## src/rtl/sonic_st_rl_timing_adapter.sv

```systemverilog
// Avalon-ST ready-latency adapter: IN_RL upstream to RL0 downstream through a credit-managed
// show-ahead skid FIFO; beats arriving without a matching credit are dropped and flagged.
module sonic_st_rl_timing_adapter #(
  parameter int DATA_W  = 64,
  parameter int EMPTY_W = 3,
  parameter int IN_RL   = 2,
  parameter int DEPTH   = 8
) (
  input  logic               clk,
  input  logic               reset,
  output logic               in_ready,
  input  logic               in_valid,
  input  logic [DATA_W-1:0]  in_data,
  input  logic               in_error,
  input  logic               in_startofpacket,
  input  logic               in_endofpacket,
  input  logic [EMPTY_W-1:0] in_empty,
  input  logic               out_ready,
  output logic               out_valid,
  output logic [DATA_W-1:0]  out_data,
  output logic               out_error,
  output logic               out_startofpacket,
  output logic               out_endofpacket,
  output logic [EMPTY_W-1:0] out_empty,
  output logic [15:0]        drop_count,
  output logic               overflow
);
  localparam int AW = $clog2(DEPTH);
  localparam int PW = AW + 1;
  localparam int SW = PW + 3;

  typedef struct packed {
    logic [DATA_W-1:0]  data;
    logic               error;
    logic               sop;
    logic               eop;
    logic [EMPTY_W-1:0] empty;
  } beat_t;

  beat_t         mem [DEPTH];
  beat_t         wr_beat, rd_beat;
  logic [PW-1:0] wr_ptr, rd_ptr, fill;
  logic [3:0]    outstanding;
  logic [SW-1:0] credit_sum;
  logic          legal, push, pop, drop, corrupt, eop_mark;

  // Credits still in flight are counted so the FIFO can absorb every beat the source may send.
  generate
    if (IN_RL == 0) begin : g_no_hist
      assign outstanding = '0;
      assign legal       = in_valid && in_ready;
    end else begin : g_hist
      logic [IN_RL-1:0] rdy_hist;
      always_ff @(posedge clk or posedge reset)
        if (reset) rdy_hist <= '0;
        else       rdy_hist <= IN_RL'({rdy_hist, in_ready});
      always_comb begin
        outstanding = '0;
        for (int i = 0; i < IN_RL; i++) outstanding = outstanding + {3'b000, rdy_hist[i]};
      end
      assign legal = in_valid && rdy_hist[IN_RL-1];
    end
  endgenerate

  assign credit_sum = SW'(fill) + SW'(outstanding);
  assign in_ready   = !reset && (credit_sum < SW'(DEPTH));

  assign push     = legal;
  assign drop     = in_valid && !legal;
  assign pop      = out_valid && out_ready;
  assign eop_mark = corrupt && in_endofpacket;
  assign wr_beat  = '{data: in_data, error: in_error | eop_mark, sop: in_startofpacket,
                      eop: in_endofpacket, empty: in_empty};

  always_ff @(posedge clk)
    if (push) mem[wr_ptr[AW-1:0]] <= wr_beat;

  always_ff @(posedge clk or posedge reset) begin
    if (reset) begin
      wr_ptr     <= '0;
      rd_ptr     <= '0;
      fill       <= '0;
      drop_count <= '0;
      overflow   <= 1'b0;
      corrupt    <= 1'b0;
    end else begin
      if (push) wr_ptr <= wr_ptr + PW'(1);
      if (pop)  rd_ptr <= rd_ptr + PW'(1);
      if (push && !pop)      fill <= fill + PW'(1);
      else if (!push && pop) fill <= fill - PW'(1);
      // A fresh drop outranks the clearing push so the later EOP still gets marked.
      if (drop) begin
        if (drop_count != 16'hFFFF) drop_count <= drop_count + 16'd1;
        overflow <= 1'b1;
        corrupt  <= 1'b1;
      end else if (push && eop_mark) begin
        corrupt <= 1'b0;
      end
    end
  end

  assign out_valid = (fill != '0);
  assign rd_beat   = out_valid ? mem[rd_ptr[AW-1:0]] : '0;

  assign out_data          = rd_beat.data;
  assign out_error         = rd_beat.error;
  assign out_startofpacket = rd_beat.sop;
  assign out_endofpacket   = rd_beat.eop;
  assign out_empty         = rd_beat.empty;
endmodule

```

## config.mk

```make
export PLATFORM = sky130hd
export DESIGN_NAME = sonic_st_rl_timing_adapter
export DESIGN_NICKNAME = d
export VERILOG_FILES = /design/src/rtl/sonic_st_rl_timing_adapter.sv
export SDC_FILE = /design/constraint.sdc
export NUM_CORES = 1
export LEC_CHECK = 0
export ABC_CLOCK_PERIOD_IN_PS = 7560
export BUFFER_PORTS_ARGS = -buffer_cell sky130_fd_sc_hd__buf_4
export CAP_MARGIN = 15
export CORE_MARGIN = 2
export CORE_UTILIZATION = 35
export DETAILED_ROUTE_END_ITERATION = 16
export SLEW_MARGIN = 20
export SYNTH_ARGS = -nofsm -noshare
export SYNTH_HDL_FRONTEND = slang
export SYNTH_SLANG_ARGS = --single-unit
```

## constraint.sdc

```tcl
create_clock -name clk -period 7.56 [get_ports clk]
set_input_delay 1.89 -clock clk [delete_from_list [all_inputs] [get_ports clk]]
set_output_delay 1.89 -clock clk [all_outputs]
set_load 0.03 [all_outputs]
```

==> results of run 1 <==
==> sequential cells by signal, indices dropped and copies added, names as in the netlist <==
register         count
rd_ptr               3
overflow             1
drop_count          16
fill                 4
mem                560
g_hist.rdy_hist      2
wr_ptr               3
corrupt              1
==> per-stage QoR <==
step	hold WS (ns)	area (µm²)	util, %	instances
detailed placement	0.3749	25100	38.94	2027
finish	0.3842	27310	42.37	2148
CTS	0.3888	27290	42.33	2147
floorplan	0.3574	22790	-	1037
global route	0.4111	27310	42.37	2148
global placement	0.3695	25050	38.86	2025
==> layer usage <==
layer  wire (µm)  share of wire [%]  vias up
li1            -                  -     4705
met4         783                1.6        4
met2       23440                 48      244
met3        2225                4.6       61
met1       21930                 45     5726
met5          27              0.056        -
==> cells by family after synthesis <==
kind of cell	after synthesis	share of synthesized area (%)
fa+ha+maj	8	0.4722
compound gates	22	0.6369
buf+inv	55	1.389
simple gates	133	2.701
flops	590	77.09
xor+xnor	12	0.4612
mux	217	17.25
==> worst max-delay path, delay by kind of cell, from the launching register on <==
| family | cells | cell delay [ns] |
|---|---|---|
| buffers and inverters | 2 | 0.77 |
| flip-flops | 1 | 1.02 |
| multiplexers | 2 | 0.73 |
| AND/OR/NAND/NOR | 1 | 0.11 |
==> cells in the mapped netlist <==
library cell	number
and3_1	6
nand3_1	6
nor4_1	1
nor2_1	79
and2_1	2
a21boi_0	1
dfrtp_1	30
mux2i_1	71
mux2_2	4
or2_2	2
fa_1	1
buf_2	22
o21a_1	1
mux2_1	2
o21ai_0	1
nand2_1	16
nor4_4	1
a311oi_1	1
nand4_1	6
ha_1	7
and4b_1	1
a2111oi_0	1
inv_2	1
clkbuf_1	18
inv_1	3
nor2b_1	1
and3b_1	1
and4_1	5
buf_6	11
edfxtp_1	560
nand2b_1	2
a211oi_1	1
a21o_1	4
a221o_1	1
a21oi_1	7
nor3_1	4
xor2_1	2
xnor2_1	10
mux4_2	140
a31oi_1	4
==> cell type report <==
cell class	count	share of cell area (%)
Tap cell	855	3.916
Sequential cell	590	64.35
Timing Repair Buffer	187	5.497
Clock buffer	77	6.275
Inverter	4	0.05497
Clock inverter	43	1.722
Multi-Input combinational cell	392	18.18
==> worst max-delay path by stage <==
| stage | end | start | cells after the start | slack [ns] |
|---|---|---|---|---|
| 2_1_floorplan | mem[1][0] | in_valid | 4 | 0.07 |
| 3_3_place_gp | out_data[3] | rd_ptr[0] | 5 | 2.80 |
| 3_5_place_dp | out_data[3] | rd_ptr[0] | 5 | 2.81 |
| 4_1_cts | out_data[3] | rd_ptr[0] | 5 | 2.15 |
| 5_1_grt | out_data[3] | rd_ptr[0] | 5 | 2.00 |
| 6_report | out_data[3] | rd_ptr[0] | 5 | 2.29 |
==> power by group <==
group | switching, W | internal, W | total (W)
sequential | 0.000258 | 0.00381 | 0.00407
combinational | 0.00201 | 0.00151 | 0.00352
clock | 0.00128 | 0.00192 | 0.00320
total | 0.00355 | 0.00724 | 0.0108
==> impl_metrics.ini, run 1 <==
[cells_and_area]
n_antenna_cell = 0
drive_gt1_share_pct = 34.57
multiInputGateArea_um2 = 4966
fin_nets = 1323
fill_cells = 5666
areaGrowthSynthToFinish_pct = 19.86
regArea_um2 = 17580
layout_commonest_cell = edfxtp_1
final_cell_mix = edfxtp_1, buf_4, mux4_2

[detailed_routing]
drtIter0Drc = 949
drc = 0
final_antenna_net_count = 0
routedWlPerCell_um = 22.53
vias = 10740
viasPerCell = 5.000
drt_wl_total_um = 48400
dr.pass1.iters = 5

[clocking]
hold_buffers = 0
cts_tree = yes
clock_latency_ns = 0.59
clock_path_buffers = 3
cts_setup_buffers = 0
htree_levels = 3
clock-sinks = 590
cts_resized = 0
cts.clk_slew.worst_paths_ns = 0.06
root_buffer = clkbuf_16
cts-buffers-inserted = 66

[synthesis]
ys_types = 40
yosys_warnings = 0
syn-cell-area_um2 = 22790
netlist.area_leader.share_pct = 73.79
synth_top_cell_by_area = edfxtp_1
ys_ff_latch = 590
netlist_instances = 1037
syn_nets = 1119
avgSynthCellArea_um2 = 21.98
yosysSeqAreaShare_pct = 77.09
synth_area_leaders = edfxtp_1, mux4_2, dfrtp_1

[global_route]
grt_pass1_vias = 11180
met3_usage_pct = 2.773
grt_overflow = 0
antenna_found_initial = 2
met1_usage_pct = 20.27
met2_usage_pct = 23.33
grt_pass1_wl_um = 72330
track_usage_pct = 14.55
top_usage_layer = met2
grt_max_degree = 104

[sta]
period_share_pct = 69.69
hold_viol = 0
fin_skew_ns = 0.02106
setup_tns_ns = 0
setup_violations = 0
period_needed_ns = 5.269
rsz0062_at_grt = no
fmax_mhz = 189.8
drv_slew = 0
worstMarginPinSlew_ns = 1.050
relSlewSlack_pct = 30.01
setup_ws_ns = 2.291

[critical_path]
cp_cell_sequence = buf_12 > mux4_2 > mux2i_1 > nor2_1 > buf_4
start_kind = flip-flop
regToRegEndpoint = fill[3]
critical_path_class = reg -> out
critical-path-max-stage-delay_ns = 1.02
path_max_fanout = 70
r2r_start = fill[0]
slowest_stage = dfrtp_4
critPathRequiredTime_ns = 5.67
critPathCaptureType = primary output
arrival_ns = 3.38
r2r_setup_slack_ns = 3.77
rr_worst_depth = 11

[die]
core_um2 = 64460
start_util_pct = 35.35
die_w_um = 259.2
rows = 93
die_y_um = 259.2
pin_count = 163
die_area_um2 = 67170

[place]
hpwl_um = 27360
io_buffers = 162
gp_congestion = 0.7259
dp_slack_ns = 2.809

[hold_path]
hold-path-endpoint = g_hist.rdy_hist[1]
hp-start = g_hist.rdy_hist[0]
hold_path_class = reg -> reg
holdPathStages = 0

[pwr]
power_leakage_nw = 9.233
power_w = 0.01079
power.density_nw_per_um2 = 395.1
peakVddDrop_uv = 241.5

[run_status]
status = finished, final reports clean

[run]
drv_cap = 0
No activity file was read; power rests on OpenSTA's default activity.
==> inputs of run 2 (changes only) <==
--- a/config.mk
+++ b/config.mk
@@ -5,7 +5,7 @@
 export SDC_FILE = /design/constraint.sdc
 export NUM_CORES = 1
 export LEC_CHECK = 0
-export ABC_CLOCK_PERIOD_IN_PS = 7560
+export ABC_CLOCK_PERIOD_IN_PS = 4340
 export BUFFER_PORTS_ARGS = -buffer_cell sky130_fd_sc_hd__buf_4
 export CAP_MARGIN = 15
 export CORE_MARGIN = 2
==> constraint.sdc (replaced) <==
create_clock -name clk -period 4.34 [get_ports clk]
set_input_delay 1.085 -clock clk [delete_from_list [all_inputs] [get_ports clk]]
set_output_delay 1.085 -clock clk [all_outputs]
set_load 0.03 [all_outputs]
==> impl_metrics.ini, run 2 (same netlist as run 1, synthesis figures left out) <==
[critical_path]
r2r_setup_slack_ns = 1.47
start_kind = flip-flop
r2r_start = fill[0]
rr_worst_depth = 10
critPathCaptureType = primary output
path_max_fanout = 32
arrival_ns = 2.88
crit_path_start = rd_ptr[0]
regToRegEndpoint = fill[3]
critPathRequiredTime_ns = 3.25
critical_path_class = reg -> out

[place]
io_buffers = 162
dp_slack_ns = 0.9265
gp_congestion = 0.7156
hpwl_um = 26010
dp_cells = 2038

[sta]
fmax_mhz = 252.3
whs_ns = 0.3833
drv_slew = 0
period_needed_ns = 3.963
rsz0062_at_grt = no
period_share_pct = 91.32
hold_viol = 0
fin_skew_ns = 0.01392
worstMarginPinSlew_ns = 0.8472
setup_ws_ns = 0.3766
relSlewSlack_pct = 43.52
setup_violations = 0

[cells_and_area]
drive_gt1_share_pct = 34.41
regArea_um2 = 17580
largest_reg_flops = 560
layout_commonest_cell = edfxtp_1
areaGrowthSynthToFinish_pct = 20.23
n_antenna_cell = 0
layout.cells.non_filler = 2154
multiInputGateArea_um2 = 4972
fin_nets = 1333
fill_cells = 5660
final_cell_mix = edfxtp_1, buf_4, mux4_2

[detailed_routing]
drtIter0Drc = 782
vias = 10760
drc = 0
dr.pass1.iters = 5
viasPerCell = 4.994
drt_wl_total_um = 48240
final_antenna_net_count = 0
routedWlPerCell_um = 22.40

[clocking]
hold_buffers = 0
clock-sinks = 590
cts_setup_buffers = 0
root_buffer = clkbuf_16
cts_resized = 0
cts.clk_slew.worst_paths_ns = 0.05
htree_levels = 3
clock_path_buffers = 3
clock_latency_ns = 0.60
cts_tree = yes
cts-buffers-inserted = 66

[pwr]
power_w = 0.01875
power_leakage_nw = 9.258
peakVddDrop_uv = 560.6
power.density_nw_per_um2 = 684.5

[global_route]
grt_overflow = 0
grt_max_degree = 52
track_usage_pct = 14.53
grt_pass1_wl_um = 72130
antenna_found_initial = 2
grt_pass1_vias = 11420

[die]
die_area_um2 = 67170
core_um2 = 64460
pin_count = 163
rows = 93
start_util_pct = 35.35
die_w_um = 259.2
die_y_um = 259.2

[hold_path]
hold_path_class = reg -> reg
hold-path-endpoint = g_hist.rdy_hist[1]
hp-start = g_hist.rdy_hist[0]
holdPathStages = 0

[run_status]
status = finished, final reports clean

[run]
drv_cap = 0
[run 2: worst max-delay path by stage]
stage / to / slack [ns]
3_3_place_gp: out_data[5] / 0.91
2_1_floorplan: mem[6][0] / -0.60
4_1_cts: out_data[8] / 0.24
3_5_place_dp: out_data[8] / 0.93
6_report: out_data[8] / 0.38
5_1_grt: out_data[8] / 0.10
[run 2: layout make-up]
type                       instances  area share, %
tap                              855          3.904
clock buffer                      80          6.412
timing repair buffer             197          5.991
clock inverter                    36          1.333
sequential                       590          64.16
inverter                           4        0.05480
multi-input combinational        392          18.15
[run 2: per-stage QoR]
step | area, µm² | TNS (ns) | utilization (%)
6_report | 27400 | 0 | 42.50
3_5_place_dp | 25280 | 0 | 39.21
5_1_grt | 27400 | 0 | 42.50
2_1_floorplan | 22800 | -260.82 | -
4_1_cts | 27400 | 0 | 42.50
3_3_place_gp | 25280 | 0 | 39.21
[run 2: critical path: stages, from the launching register on]
cell and delay, ns:
dfrtp_4 0.92, buf_4 0.37, mux4_2 0.52, mux2i_1 0.16
nor2_1 0.08, buf_4 0.21
[run 2: where the power goes]
group	total (W)	internal, W	switching (W)
sequential	0.00704	0.00665	0.000391
combinational	0.00627	0.00273	0.00354
clock	0.00545	0.00325	0.00220
total	0.0188	0.0126	0.00613
[run 2: routing by layer]
metal	track usage, %	vias up	routed length (µm)
li1	-	4721	-
met1	19.53	5708	21350
met2	23.55	257	23480
met3	3.261	67	2482
met4	4.757	4	898
met5	0	-	26
